### config.mk
export PLATFORM = sky130hd
export DESIGN_NAME = spi_ram_arbiter_flat
export DESIGN_NICKNAME = d
export VERILOG_FILES = /design/src/rtl/spispy_pkg.sv /design/src/rtl/spi_ram_arbiter_if.sv /design/src/rtl/refresh_scheduler.sv /design/src/rtl/spi_ram_arbiter.sv /design/src/flat_wrapper.sv
export SDC_FILE = /design/constraint.sdc
export NUM_CORES = 1
export LEC_CHECK = 0
export CAP_MARGIN = 20
export CORE_ASPECT_RATIO = 0.75
export CORE_MARGIN = 2
export CORE_UTILIZATION = 46
export CTS_CLUSTER_DIAMETER = 100
export DETAILED_ROUTE_END_ITERATION = 8
export PLACE_DENSITY_LB_ADDON = 0.15
export SYNTH_ARGS = -nofsm -noshare
export SYNTH_HDL_FRONTEND = slang
export SYNTH_SLANG_ARGS = --single-unit
export TNS_END_PERCENT = 100
### constraint.sdc
create_clock -name clk -period 2.85 [get_ports clk]
set_clock_uncertainty 0.2 [all_clocks]
set_input_delay 0.57 -clock clk [delete_from_list [all_inputs] [get_ports clk]]
set_output_delay 0.57 -clock clk [all_outputs]
set_load 0.03 [all_outputs]
### src/rtl/spispy_pkg.sv
// Shared definitions for the SPI-flash-emulator RAM arbiter.
//   arb_state_t                : arbiter FSM states
//   OWED_W                     : width of the owed-refresh counter
//   REFRESH_INTERVAL_DEFAULT   : clk cycles between refresh debits
//   REFRESH_MAX_OWED_DEFAULT   : saturation limit of the owed counter
package spispy_pkg;

    typedef enum logic [2:0] {
        IDLE    = 3'd0,
        FLASH   = 3'd1,
        HOST_RD = 3'd2,
        HOST_WR = 3'd3,
        REFRESH = 3'd4
    } arb_state_t;

    localparam int OWED_W                   = 4;
    localparam int REFRESH_INTERVAL_DEFAULT = 780;
    localparam int REFRESH_MAX_OWED_DEFAULT = 15;

endpackage

### src/rtl/spi_ram_arbiter_if.sv
// Bus bundle between the arbiter and its three users plus the SDRAM controller.
//   slave  : arbiter view (flash/host/controller responses in, requests out)
//   master : environment view (flash block, host port, controller)
interface spi_ram_arbiter_if #(
    parameter int ADDR_W = 32
);
    logic              flash_critical;
    logic [ADDR_W-1:0] flash_addr;
    logic              flash_read_enable;
    logic [7:0]        flash_read_data;
    logic              flash_read_valid;

    logic [ADDR_W-1:0] host_addr;
    logic [7:0]        host_wdata;
    logic              host_rd_strobe;
    logic              host_wr_strobe;
    logic              host_busy;
    logic [7:0]        host_rdata;
    logic              host_done;

    logic [ADDR_W-1:0] ram_addr;
    logic              ram_read_enable;
    logic              ram_write_enable;
    logic [7:0]        ram_write_data;
    logic [7:0]        ram_read_data;
    logic              ram_read_valid;
    logic              ram_write_done;
    logic              ram_refresh;
    logic              ram_refresh_done;
    logic              refresh_overflow;

    modport slave (
        input  flash_critical, flash_addr, flash_read_enable,
        input  host_addr, host_wdata, host_rd_strobe, host_wr_strobe,
        input  ram_read_data, ram_read_valid, ram_write_done, ram_refresh_done,
        output flash_read_data, flash_read_valid,
        output host_busy, host_rdata, host_done,
        output ram_addr, ram_read_enable, ram_write_enable, ram_write_data,
        output ram_refresh, refresh_overflow
    );

    modport master (
        output flash_critical, flash_addr, flash_read_enable,
        output host_addr, host_wdata, host_rd_strobe, host_wr_strobe,
        output ram_read_data, ram_read_valid, ram_write_done, ram_refresh_done,
        input  flash_read_data, flash_read_valid,
        input  host_busy, host_rdata, host_done,
        input  ram_addr, ram_read_enable, ram_write_enable, ram_write_data,
        input  ram_refresh, refresh_overflow
    );

endinterface

### src/rtl/refresh_scheduler.sv
// Refresh bookkeeping: free-running interval timer, owed-refresh counter and
// sticky overflow flag.
//   clk, reset       : clock, synchronous active-high reset
//   tick_dec         : one refresh has just completed
//   owed_nonzero     : at least one refresh is owed
//   refresh_overflow : sticky, a debit was lost because the counter was full
module refresh_scheduler
    import spispy_pkg::*;
#(
    parameter int REFRESH_INTERVAL = REFRESH_INTERVAL_DEFAULT,
    parameter int REFRESH_MAX_OWED = REFRESH_MAX_OWED_DEFAULT
) (
    input  logic clk,
    input  logic reset,
    input  logic tick_dec,
    output logic owed_nonzero,
    output logic refresh_overflow
);

    localparam int CNT_W = (REFRESH_INTERVAL > 1) ? $clog2(REFRESH_INTERVAL) : 1;
    localparam logic [CNT_W-1:0]  CNT_LAST = CNT_W'(REFRESH_INTERVAL - 1);
    localparam logic [OWED_W-1:0] OWED_MAX = OWED_W'(REFRESH_MAX_OWED);

    logic [CNT_W-1:0]  interval_cnt;
    logic [OWED_W-1:0] owed;
    logic              wrap;

    assign wrap         = (interval_cnt == CNT_LAST);
    assign owed_nonzero = (owed != '0);

    always_ff @(posedge clk) begin
        if (reset) begin
            interval_cnt     <= '0;
            owed             <= '0;
            refresh_overflow <= 1'b0;
        end else begin
            interval_cnt <= wrap ? '0 : interval_cnt + 1'b1;
            // A debit and a repayment in the same cycle cancel out.
            if (wrap && !tick_dec) begin
                if (owed == OWED_MAX)
                    refresh_overflow <= 1'b1;
                else
                    owed <= owed + 1'b1;
            end else if (tick_dec && !wrap && owed_nonzero) begin
                owed <= owed - 1'b1;
            end
        end
    end

endmodule

### src/rtl/spi_ram_arbiter.sv
// Arbitrates the single-port SDRAM controller between the SPI flash emulator
// (latency critical, read only), the host loader port and periodic refresh.
// flash_critical holds off host and refresh; owed refreshes are repaid after.
//   clk, reset : clock, synchronous active-high reset
//   bus        : flash / host / controller signals (spi_ram_arbiter_if.slave)
//
// state   | meaning
// IDLE    | no controller request; priority decision each cycle
// FLASH   | flash read in flight, ram_read_enable held until ram_read_valid
// HOST_RD | host read in flight, ram_read_enable held until ram_read_valid
// HOST_WR | host write in flight, ram_write_enable held until ram_write_done
// REFRESH | ram_refresh held until ram_refresh_done
module spi_ram_arbiter
    import spispy_pkg::*;
#(
    parameter int ADDR_W           = 32,
    parameter int REFRESH_INTERVAL = REFRESH_INTERVAL_DEFAULT,
    parameter int REFRESH_MAX_OWED = REFRESH_MAX_OWED_DEFAULT
) (
    input logic              clk,
    input logic              reset,
    spi_ram_arbiter_if.slave bus
);

    arb_state_t        state, state_next;

    logic              host_pending;
    logic              host_is_wr;
    logic [ADDR_W-1:0] host_addr_q;
    logic [7:0]        host_wdata_q;
    logic              host_complete;

    logic [ADDR_W-1:0] ram_addr_q;
    logic              ram_read_enable_q;
    logic              ram_write_enable_q;
    logic [7:0]        ram_write_data_q;
    logic              ram_refresh_q;
    logic [7:0]        host_rdata_q;
    logic              host_done_q;

    logic              tick_dec;
    logic              owed_nonzero;

    refresh_scheduler #(
        .REFRESH_INTERVAL (REFRESH_INTERVAL),
        .REFRESH_MAX_OWED (REFRESH_MAX_OWED)
    ) u_refresh_scheduler (
        .clk              (clk),
        .reset            (reset),
        .tick_dec         (tick_dec),
        .owed_nonzero     (owed_nonzero),
        .refresh_overflow (bus.refresh_overflow)
    );

    always_comb begin
        state_next    = state;
        tick_dec      = 1'b0;
        host_complete = 1'b0;
        case (state)
            IDLE: begin
                if (bus.flash_read_enable)
                    state_next = FLASH;
                else if (owed_nonzero && !bus.flash_critical)
                    state_next = REFRESH;
                else if (host_pending && !bus.flash_critical)
                    state_next = host_is_wr ? HOST_WR : HOST_RD;
            end
            FLASH: begin
                if (bus.ram_read_valid)
                    state_next = IDLE;
            end
            HOST_RD: begin
                if (bus.ram_read_valid) begin
                    state_next    = IDLE;
                    host_complete = 1'b1;
                end
            end
            HOST_WR: begin
                if (bus.ram_write_done) begin
                    state_next    = IDLE;
                    host_complete = 1'b1;
                end
            end
            REFRESH: begin
                if (bus.ram_refresh_done) begin
                    state_next = IDLE;
                    tick_dec   = 1'b1;
                end
            end
            default: state_next = IDLE;
        endcase
    end

    always_ff @(posedge clk) begin
        if (reset)
            state <= IDLE;
        else
            state <= state_next;
    end

    // Controller requests are registered from the next state, so they are
    // mutually exclusive by construction and rise on the grant edge.
    always_ff @(posedge clk) begin
        if (reset) begin
            ram_addr_q         <= '0;
            ram_read_enable_q  <= 1'b0;
            ram_write_enable_q <= 1'b0;
            ram_write_data_q   <= '0;
            ram_refresh_q      <= 1'b0;
            host_rdata_q       <= '0;
            host_done_q        <= 1'b0;
            host_pending       <= 1'b0;
            host_is_wr         <= 1'b0;
            host_addr_q        <= '0;
            host_wdata_q       <= '0;
        end else begin
            ram_read_enable_q  <= (state_next == FLASH) || (state_next == HOST_RD);
            ram_write_enable_q <= (state_next == HOST_WR);
            ram_refresh_q      <= (state_next == REFRESH);

            if (state == IDLE) begin
                if (state_next == FLASH)
                    ram_addr_q <= bus.flash_addr;
                else if (state_next == HOST_RD)
                    ram_addr_q <= host_addr_q;
                else if (state_next == HOST_WR) begin
                    ram_addr_q       <= host_addr_q;
                    ram_write_data_q <= host_wdata_q;
                end
            end

            host_done_q <= host_complete;
            if (state == HOST_RD && bus.ram_read_valid)
                host_rdata_q <= bus.ram_read_data;

            // Strobes are only looked at while no host op is outstanding.
            if (host_complete) begin
                host_pending <= 1'b0;
            end else if (!host_pending && (bus.host_wr_strobe || bus.host_rd_strobe)) begin
                host_pending <= 1'b1;
                host_is_wr   <= bus.host_wr_strobe;
                host_addr_q  <= bus.host_addr;
                host_wdata_q <= bus.host_wdata;
            end
        end
    end

    assign bus.ram_addr         = ram_addr_q;
    assign bus.ram_read_enable  = ram_read_enable_q;
    assign bus.ram_write_enable = ram_write_enable_q;
    assign bus.ram_write_data   = ram_write_data_q;
    assign bus.ram_refresh      = ram_refresh_q;
    assign bus.host_rdata       = host_rdata_q;
    assign bus.host_done        = host_done_q;
    assign bus.host_busy        = host_pending;
    assign bus.flash_read_data  = bus.ram_read_data;
    assign bus.flash_read_valid = bus.ram_read_valid && (state == FLASH);

endmodule

### src/flat_wrapper.sv
// flat-port wrapper written by rule: the top's interface ports become plain ports
module spi_ram_arbiter_flat import spispy_pkg::*;
#(
    parameter int ADDR_W           = 32,
    parameter int REFRESH_INTERVAL = REFRESH_INTERVAL_DEFAULT,
    parameter int REFRESH_MAX_OWED = REFRESH_MAX_OWED_DEFAULT
)
  (clk, reset, bus_flash_critical, bus_flash_addr, bus_flash_read_enable, bus_host_addr, bus_host_wdata, bus_host_rd_strobe, bus_host_wr_strobe, bus_ram_read_data, bus_ram_read_valid, bus_ram_write_done, bus_ram_refresh_done, bus_flash_read_data, bus_flash_read_valid, bus_host_busy, bus_host_rdata, bus_host_done, bus_ram_addr, bus_ram_read_enable, bus_ram_write_enable, bus_ram_write_data, bus_ram_refresh, bus_refresh_overflow);
  spi_ram_arbiter_if #(.ADDR_W(ADDR_W)) bus_i ();
  input logic clk;
  input logic reset;
  input wire logic [$bits(bus_i.flash_critical)-1:0] bus_flash_critical;
  input wire logic [$bits(bus_i.flash_addr)-1:0] bus_flash_addr;
  input wire logic [$bits(bus_i.flash_read_enable)-1:0] bus_flash_read_enable;
  input wire logic [$bits(bus_i.host_addr)-1:0] bus_host_addr;
  input wire logic [$bits(bus_i.host_wdata)-1:0] bus_host_wdata;
  input wire logic [$bits(bus_i.host_rd_strobe)-1:0] bus_host_rd_strobe;
  input wire logic [$bits(bus_i.host_wr_strobe)-1:0] bus_host_wr_strobe;
  input wire logic [$bits(bus_i.ram_read_data)-1:0] bus_ram_read_data;
  input wire logic [$bits(bus_i.ram_read_valid)-1:0] bus_ram_read_valid;
  input wire logic [$bits(bus_i.ram_write_done)-1:0] bus_ram_write_done;
  input wire logic [$bits(bus_i.ram_refresh_done)-1:0] bus_ram_refresh_done;
  output wire logic [$bits(bus_i.flash_read_data)-1:0] bus_flash_read_data;
  output wire logic [$bits(bus_i.flash_read_valid)-1:0] bus_flash_read_valid;
  output wire logic [$bits(bus_i.host_busy)-1:0] bus_host_busy;
  output wire logic [$bits(bus_i.host_rdata)-1:0] bus_host_rdata;
  output wire logic [$bits(bus_i.host_done)-1:0] bus_host_done;
  output wire logic [$bits(bus_i.ram_addr)-1:0] bus_ram_addr;
  output wire logic [$bits(bus_i.ram_read_enable)-1:0] bus_ram_read_enable;
  output wire logic [$bits(bus_i.ram_write_enable)-1:0] bus_ram_write_enable;
  output wire logic [$bits(bus_i.ram_write_data)-1:0] bus_ram_write_data;
  output wire logic [$bits(bus_i.ram_refresh)-1:0] bus_ram_refresh;
  output wire logic [$bits(bus_i.refresh_overflow)-1:0] bus_refresh_overflow;
  assign bus_i.flash_critical = bus_flash_critical;
  assign bus_i.flash_addr = bus_flash_addr;
  assign bus_i.flash_read_enable = bus_flash_read_enable;
  assign bus_i.host_addr = bus_host_addr;
  assign bus_i.host_wdata = bus_host_wdata;
  assign bus_i.host_rd_strobe = bus_host_rd_strobe;
  assign bus_i.host_wr_strobe = bus_host_wr_strobe;
  assign bus_i.ram_read_data = bus_ram_read_data;
  assign bus_i.ram_read_valid = bus_ram_read_valid;
  assign bus_i.ram_write_done = bus_ram_write_done;
  assign bus_i.ram_refresh_done = bus_ram_refresh_done;
  assign bus_flash_read_data = bus_i.flash_read_data;
  assign bus_flash_read_valid = bus_i.flash_read_valid;
  assign bus_host_busy = bus_i.host_busy;
  assign bus_host_rdata = bus_i.host_rdata;
  assign bus_host_done = bus_i.host_done;
  assign bus_ram_addr = bus_i.ram_addr;
  assign bus_ram_read_enable = bus_i.ram_read_enable;
  assign bus_ram_write_enable = bus_i.ram_write_enable;
  assign bus_ram_write_data = bus_i.ram_write_data;
  assign bus_ram_refresh = bus_i.ram_refresh;
  assign bus_refresh_overflow = bus_i.refresh_overflow;
  spi_ram_arbiter #(.ADDR_W(ADDR_W), .REFRESH_INTERVAL(REFRESH_INTERVAL), .REFRESH_MAX_OWED(REFRESH_MAX_OWED)) u_core (.clk(clk), .reset(reset), .bus(bus_i));
endmodule
## Word level (Yosys, flattened, before mapping)

Index checks and enable logic that the tools add are counted.

| storage, ports and cells | value |
|---|---|
| bits of input ports | 89 |
| word-level logic and storage cells | 77 |
| bits in registers | 112 |

| cells by class | value |
|---|---|
| add/subtract/negate cells | 3 |
| multiplexer cells | 19 |
| bitwise gates (word level) | 3 |
| equal/unequal tests | 11 |
| reductions and logical operators | 26 |

Operators with widths:

| kind | number |
|---|---|
| two-way mux 32 bit | 3 |
| two-way mux 3 bit | 6 |
| equality test 3 x 2 -> 1 bit (second input constant) | 4 |
| two-way mux 4 bit | 3 |
| one-hot mux 3 bit (4 select lines) | 1 |
| adder 10 x 1 -> 10 bit (second input constant) | 1 |
| equality test 10 bit (second input constant) | 1 |
| logical AND 1 bit | 8 |
| AND reduction 2 bit | 4 |
| equality test 3 x 1 -> 1 bit (second input constant) | 2 |
| equality test 3 bit (second input constant) | 2 |
| OR reduction 2 bit | 3 |
| two-way mux 1 bit | 5 |
| adder 4 x 1 -> 4 bit (second input constant) | 1 |
| equality test 4 bit (second input constant) | 1 |
| logical NOT 1 bit | 4 |
| AND reduction 4 bit | 1 |
| nonzero test 4 bit | 1 |
| subtractor 4 x 1 -> 4 bit (second input constant) | 1 |
| logical NOT 3 bit | 1 |
| NOT 1 bit | 3 |
| nonzero test 3 bit | 1 |
| logical OR 1 bit | 2 |
| inequality test 2 bit (second input constant) | 1 |
| 2 further kinds | 2 |

## Logic depth before layout (Yosys ltp)

Gate-level depths: netlist of the first run.

| logic depth | value |
|---|---|
| depth after elaboration | 10 |
| gate-level depth with buffers | 9 |
| depth with buffers taken out | 9 |

## Modules after synthesis

From an unflattened synthesis of the first run, not the netlist that was laid out.

| second synthesis, totals | value |
|---|---|
| cell total of the unflattened synthesis | 551 |
| area, all modules | 4,688.2 um2 |

By module, submodules not included:

| module | sequential area each (um2) | instances | area each (um2) | cells an instance |
|---|---|---|---|---|
| spi_ram_arbiter | 1,941.9 | 1 | 3,930.0 | 472 |
| refresh_scheduler | 300.3 | 1 | 758.2 | 79 |

## Worst setup path after synthesis of the first run

Ideal clock, no wire load.

| timing | value |
|---|---|
| path kind | reg2reg |
| from | reg u_core.u_refresh_scheduler.interval_cnt[0] |
| to | reg u_core.u_refresh_scheduler.owed[3] |
| path slack | 0.366 ns |
| period minus slack after synthesis | 2.484 ns |
| setup time | 0.116 ns |
| arrival | 2.168 ns |
| data required time | 2.534 ns |
| stages on the path, launching flop included | 10 |
| cell sequence | dfxtp_1 -> ha_1 -> nor3b_1 -> nand4_1 -> ha_1 -> a21o_1 -> a21oi_1 -> xnor2_1 -> a21oi_1 -> a31o_2 |

| between the ends | value |
|---|---|
| longest elaborated chain between the ends | 6 |
| elaborated cells between the ends (all ways) | 9 |
| classes of those cells | eq/ne: 2; mux: 1; reduce/logical: 6 |

RTL lines:

| item | line | RTL |
|---|---|---|
| start: declaration | refresh_scheduler.sv:24 | `logic [CNT_W-1:0] interval_cnt;` |
| start signal: assignment | refresh_scheduler.sv:37 | `interval_cnt <= wrap ? '0 : interval_cnt + 1'b1;` |
| equality test 10 bit * | refresh_scheduler.sv:28 | `assign wrap = (interval_cnt == CNT_LAST);` |
| logical NOT 1 bit | refresh_scheduler.sv:44 | `end else if (tick_dec && !wrap && owed_nonzero) begin` |
| logical AND 1 bit (2 in series) | refresh_scheduler.sv:44 |  |
| nonzero test 2 bit (no source line) | - |  |
| AND reduction 2 bit (no source line) | - |  |
| end signal: assignment | refresh_scheduler.sv:43 | `owed <= owed + 1'b1;` |
| end signal: assignment | refresh_scheduler.sv:45 | `owed <= owed - 1'b1;` |
| end: declaration | refresh_scheduler.sv:25 | `logic [OWED_W-1:0] owed;` |

Every way passes the cells marked *; elsewhere a longest branch is shown, timed or not.
A chain may end at the register's enable or synchronous reset.

## Worst setup path in the final report of the first run

| timing | value |
|---|---|
| from | in bus_ram_read_valid |
| to | out bus_flash_read_valid |

| between the ends | value |
|---|---|
| longest elaborated chain between the ends | 1 |

RTL lines:

| item | line | RTL |
|---|---|---|
| start: declaration | flat_wrapper.sv:20 | `input wire logic [$bits(bus_i.ram_read_valid)-1:0] bus_ram_read_valid;` |
| logical AND 1 bit | spi_ram_arbiter.sv:157 | `assign bus.flash_read_valid = bus.ram_read_valid && (state == FLASH);` |
| end: declaration | flat_wrapper.sv:24 | `output wire logic [$bits(bus_i.flash_read_valid)-1:0] bus_flash_read_valid;` |

Every way passes these cells.

==> results of run 1 <==
metal layers:
layer	vias to the layer above	global-route usage (%)
met5	-	0
li1	1991	-
met3	12	6.44
met2	110	32.4
met1	1863	28.9
met4	0	5.36
stage by stage:
step                      setup slack (ps)  hold slack [ps]  instances
after floorplan                        366              226        509
after global placement                 197              242        764
after detailed placement               105              246        764
after CTS                              180              256        780
after global routing                   117              274        780
final                                  186              255        780
final cells by class:
class	instances	area, um^2	share of cell area, %
inverter	3	11.3	0.175
clock inverter	2	37.5	0.583
multi-input combinational	353	2070	32.1
timing repair buffer	164	1660	25.7
tap	132	165	2.56
clock buffer	14	264	4.10
sequential	112	2240	34.8
power by group through the flow:
stage               sequential (uW)  clock, uW  combinational, uW
finish                         1750       1260                783
global route                   1770       1370                837
CTS                            1750       1300                790
detailed placement             1790          0                787
global placement               1780          0                775
floorplan                      1910          0                321
flip-flops by register name, summed over array words and instances (netlist names):
register                                     flops
u_core.bus.host_done                             1
u_core.bus.ram_write_data                        8
u_core.bus.ram_addr                             32
u_core.bus.ram_refresh                           1
u_core.u_refresh_scheduler.owed                  4
u_core.bus.ram_read_enable                       1
u_core.host_wdata_q                              8
u_core.host_is_wr                                1
u_core.u_refresh_scheduler.refresh_overflow      1
u_core.state                                     3
u_core.bus.host_busy                             1
u_core.u_refresh_scheduler.interval_cnt         10
u_core.host_addr_q                              32
u_core.bus.ram_write_enable                      1
u_core.bus.host_rdata                            8
cell families after synthesis:
group,Yosys count,synth area share (%)
multiplexers,21,4.71
adder cells (fa/ha/maj),4,1.26
XOR/XNOR,11,2.11
buffers and inverters,44,5.88
AND/OR/NAND/NOR,227,21.4
AO/OA/AOI/OAI,90,15.6
flip-flops,112,49.0
path summary, 6_finish.rpt:
check / slack, ps / endpoint / cells after the start / startpoint
hold / removal: 250 / u_core.host_addr_q[15] / 2 / u_core.host_addr_q[15]
setup reg to reg: 270 / u_core.u_refresh_scheduler.owed[3] / 10 / u_core.u_refresh_scheduler.interval_cnt[0]
setup / recovery: 190 / bus_flash_read_valid / 3 / bus_ram_read_valid
hold reg to reg: 250 / u_core.host_addr_q[15] / 2 / u_core.host_addr_q[15]
cell usage after synthesis (2+ instances only):
library cell,count
ha_1,3
inv_1,2
a21oi_2,2
nand4_1,3
clkbuf_1,15
nand3b_1,2
buf_4,11
nand2b_1,3
nor2b_1,4
xor2_1,3
a21oi_1,43
a31o_2,2
dfxtp_1,112
o221a_1,30
nand2_1,85
nand3_1,4
buf_2,8
o221a_2,2
nor3b_1,2
and3_1,4
nor2_1,106
xnor2_1,8
buf_6,7
mux2i_1,19
nor3_1,3
worst max-delay path, delay by kind of cell:
kind          cells  cell delay [ps]
buf+inv           2             1160
simple gates      1              160
==> flow_metrics.py, run 1 <==
metrics = {
    "synth": {
        "ys_seq_area_share_pct": 49.0,
        "synthArstFlopShare_pct": 0,
        "ys_ff_latch": 112,
        "ys.flop_type": "dfxtp_1",
        "syn_avg_cell_area_um2": 8.98,
        "synth_warnings": 0,
        "ys_types": 51,
        "yosysTopAreaCell": "dfxtp_1",
        "synth_fp_nets": 602,
        "synth_area_leaders": "dfxtp_1, nor2_1, o221a_1",
        "netlist_instances": 509,
        "synth_edf_count": 0,
        "synth_top_cell_area_share_pct": 49.0,
        "synth_area_um2": 4570,
    },
    "power_and_ir_drop": {
        "power_frac_clock_pct": 33.2,
        "power.density_nw_per_um2": 589,
        "intPower_uw": 2790,
        "p_total_uw": 3800,
        "vdd_drop_max_v": 0.000364,
        "power.net_switching_uw": 1000,
        "leakagePower_uw": 0.00255,
        "p_sw_share_pct": 26.5,
        "p_seq_share_pct": 46.1,
        "pwr-share-comb_pct": 20.6,
    },
    "routing": {
        "post_drt_via_cell_ratio": 5.10,
        "drt_wl_total_um": 11300,
        "dr_wl_met2_um": 5080,
        "wl_met1_um": 5280,
        "drt_first_pass_iters": 4,
        "top_layer_used": "met4",
        "wl_met3_um": 787,
        "num_vias": 3976,
        "antenna_left": 0,
        "drc": 0,
        "first_iter_violations": 191,
        "wl_per_cell_um": 14.4,
    },
    "critical_path": {
        "arrival_ps": 1890,
        "path_cells": "clkdlybuf4s50_1 > and3_1 > clkdlybuf4s50_1",
        "path_class": "in2out",
        "crit_top_cell": "clkdlybuf4s50_1",
        "crit_path_end_kind": "output port",
        "startpoint_type": "input port",
        "critPathSlowestCell": "clkdlybuf4s50_1",
        "critical_path_required_ps": 2080,
        "cp_max_fo": 4,
        "worst_path_largest_cell_delay_ps": 660,
    },
    "outcome": {
        "status": "completed",
    },
    "clock_network": {
        "clock_latency_ps": 340,
        "clockBufferDepth": 2,
        "root_buffer": "clkbuf_16",
        "postCtsSetupRepairBufs": 0,
        "tritoncts": "yes",
        "h-tree-depth": 3,
        "clk_pin_slew_ps": 70,
        "hold_buffers": 0,
        "postCtsResizedCells": 0,
        "cts_sinks": 112,
        "tritoncts.num_buffers": 9,
    },
    "timing": {
        "rsz0062_at_grt": "false",
        "layout_min_cycle_time_ps": 2660,
        "setup_viol": 0,
        "final_max_slew_viol_count": 0,
        "setup_tns_ps": 0,
        "hold_violations": 0,
        "fin_crit_sh_pct": 93.5,
        "relSlewSlack_pct": 65.5,
        "max_slew.worst_pin.slew_ps": 517,
        "fmax_mhz": 375,
    },
    "cells_and_area": {
        "layout_commonest_cell": "clkdlybuf4s50_1",
        "n_antenna_cell": 0,
        "final_layout_size_suffix_gt1_share_pct": 6.33,
        "area_growth_pct": 40.9,
        "layout_common_cells": "clkdlybuf4s50_1, dfxtp_1, nor2_1, nand2_1, a21oi_1",
        "nets": 736,
        "final_area_um2": 6440,
        "fillers": 788,
        "final_core_util_pct": 66.7,
    },
    "die": {
        "die_y_um": 90.3,
        "io_pins": 152,
        "core.rowCount": 31,
        "core_um2": 9660,
        "die_area_um2": 10800,
        "initial_core_util_pct": 47.3,
        "die_w_um": 119,
    },
    "hold_path": {
        "hp-class": "reg2reg",
    },
    "job": {
        "cap_violations": 0,
    },
    "global_routing": {
        "antenna_found_initial": 0,
        "grt_first_pass_wirelength_um": 18400,
        "overflow": 0,
        "gr-usage-all-layers_pct": 21.1,
        "grt_max_degree": 54,
        "grt_pass1_vias": 3778,
    },
    "placement": {
        "globalplace.congestion": 0.826,
        "dpl_cell_area_um2": 6140,
        "portBuffers": 151,
        "dpl.hpwl_um": 7930,
    },
}
(Power assumes the default switching activity.)
==> run 2: changes to the inputs <==
Settings changed: SLEW_MARGIN from default to 25.
==> results of run 2 <==
The final DEF is identical to that of run 1; final timing and power are the same.
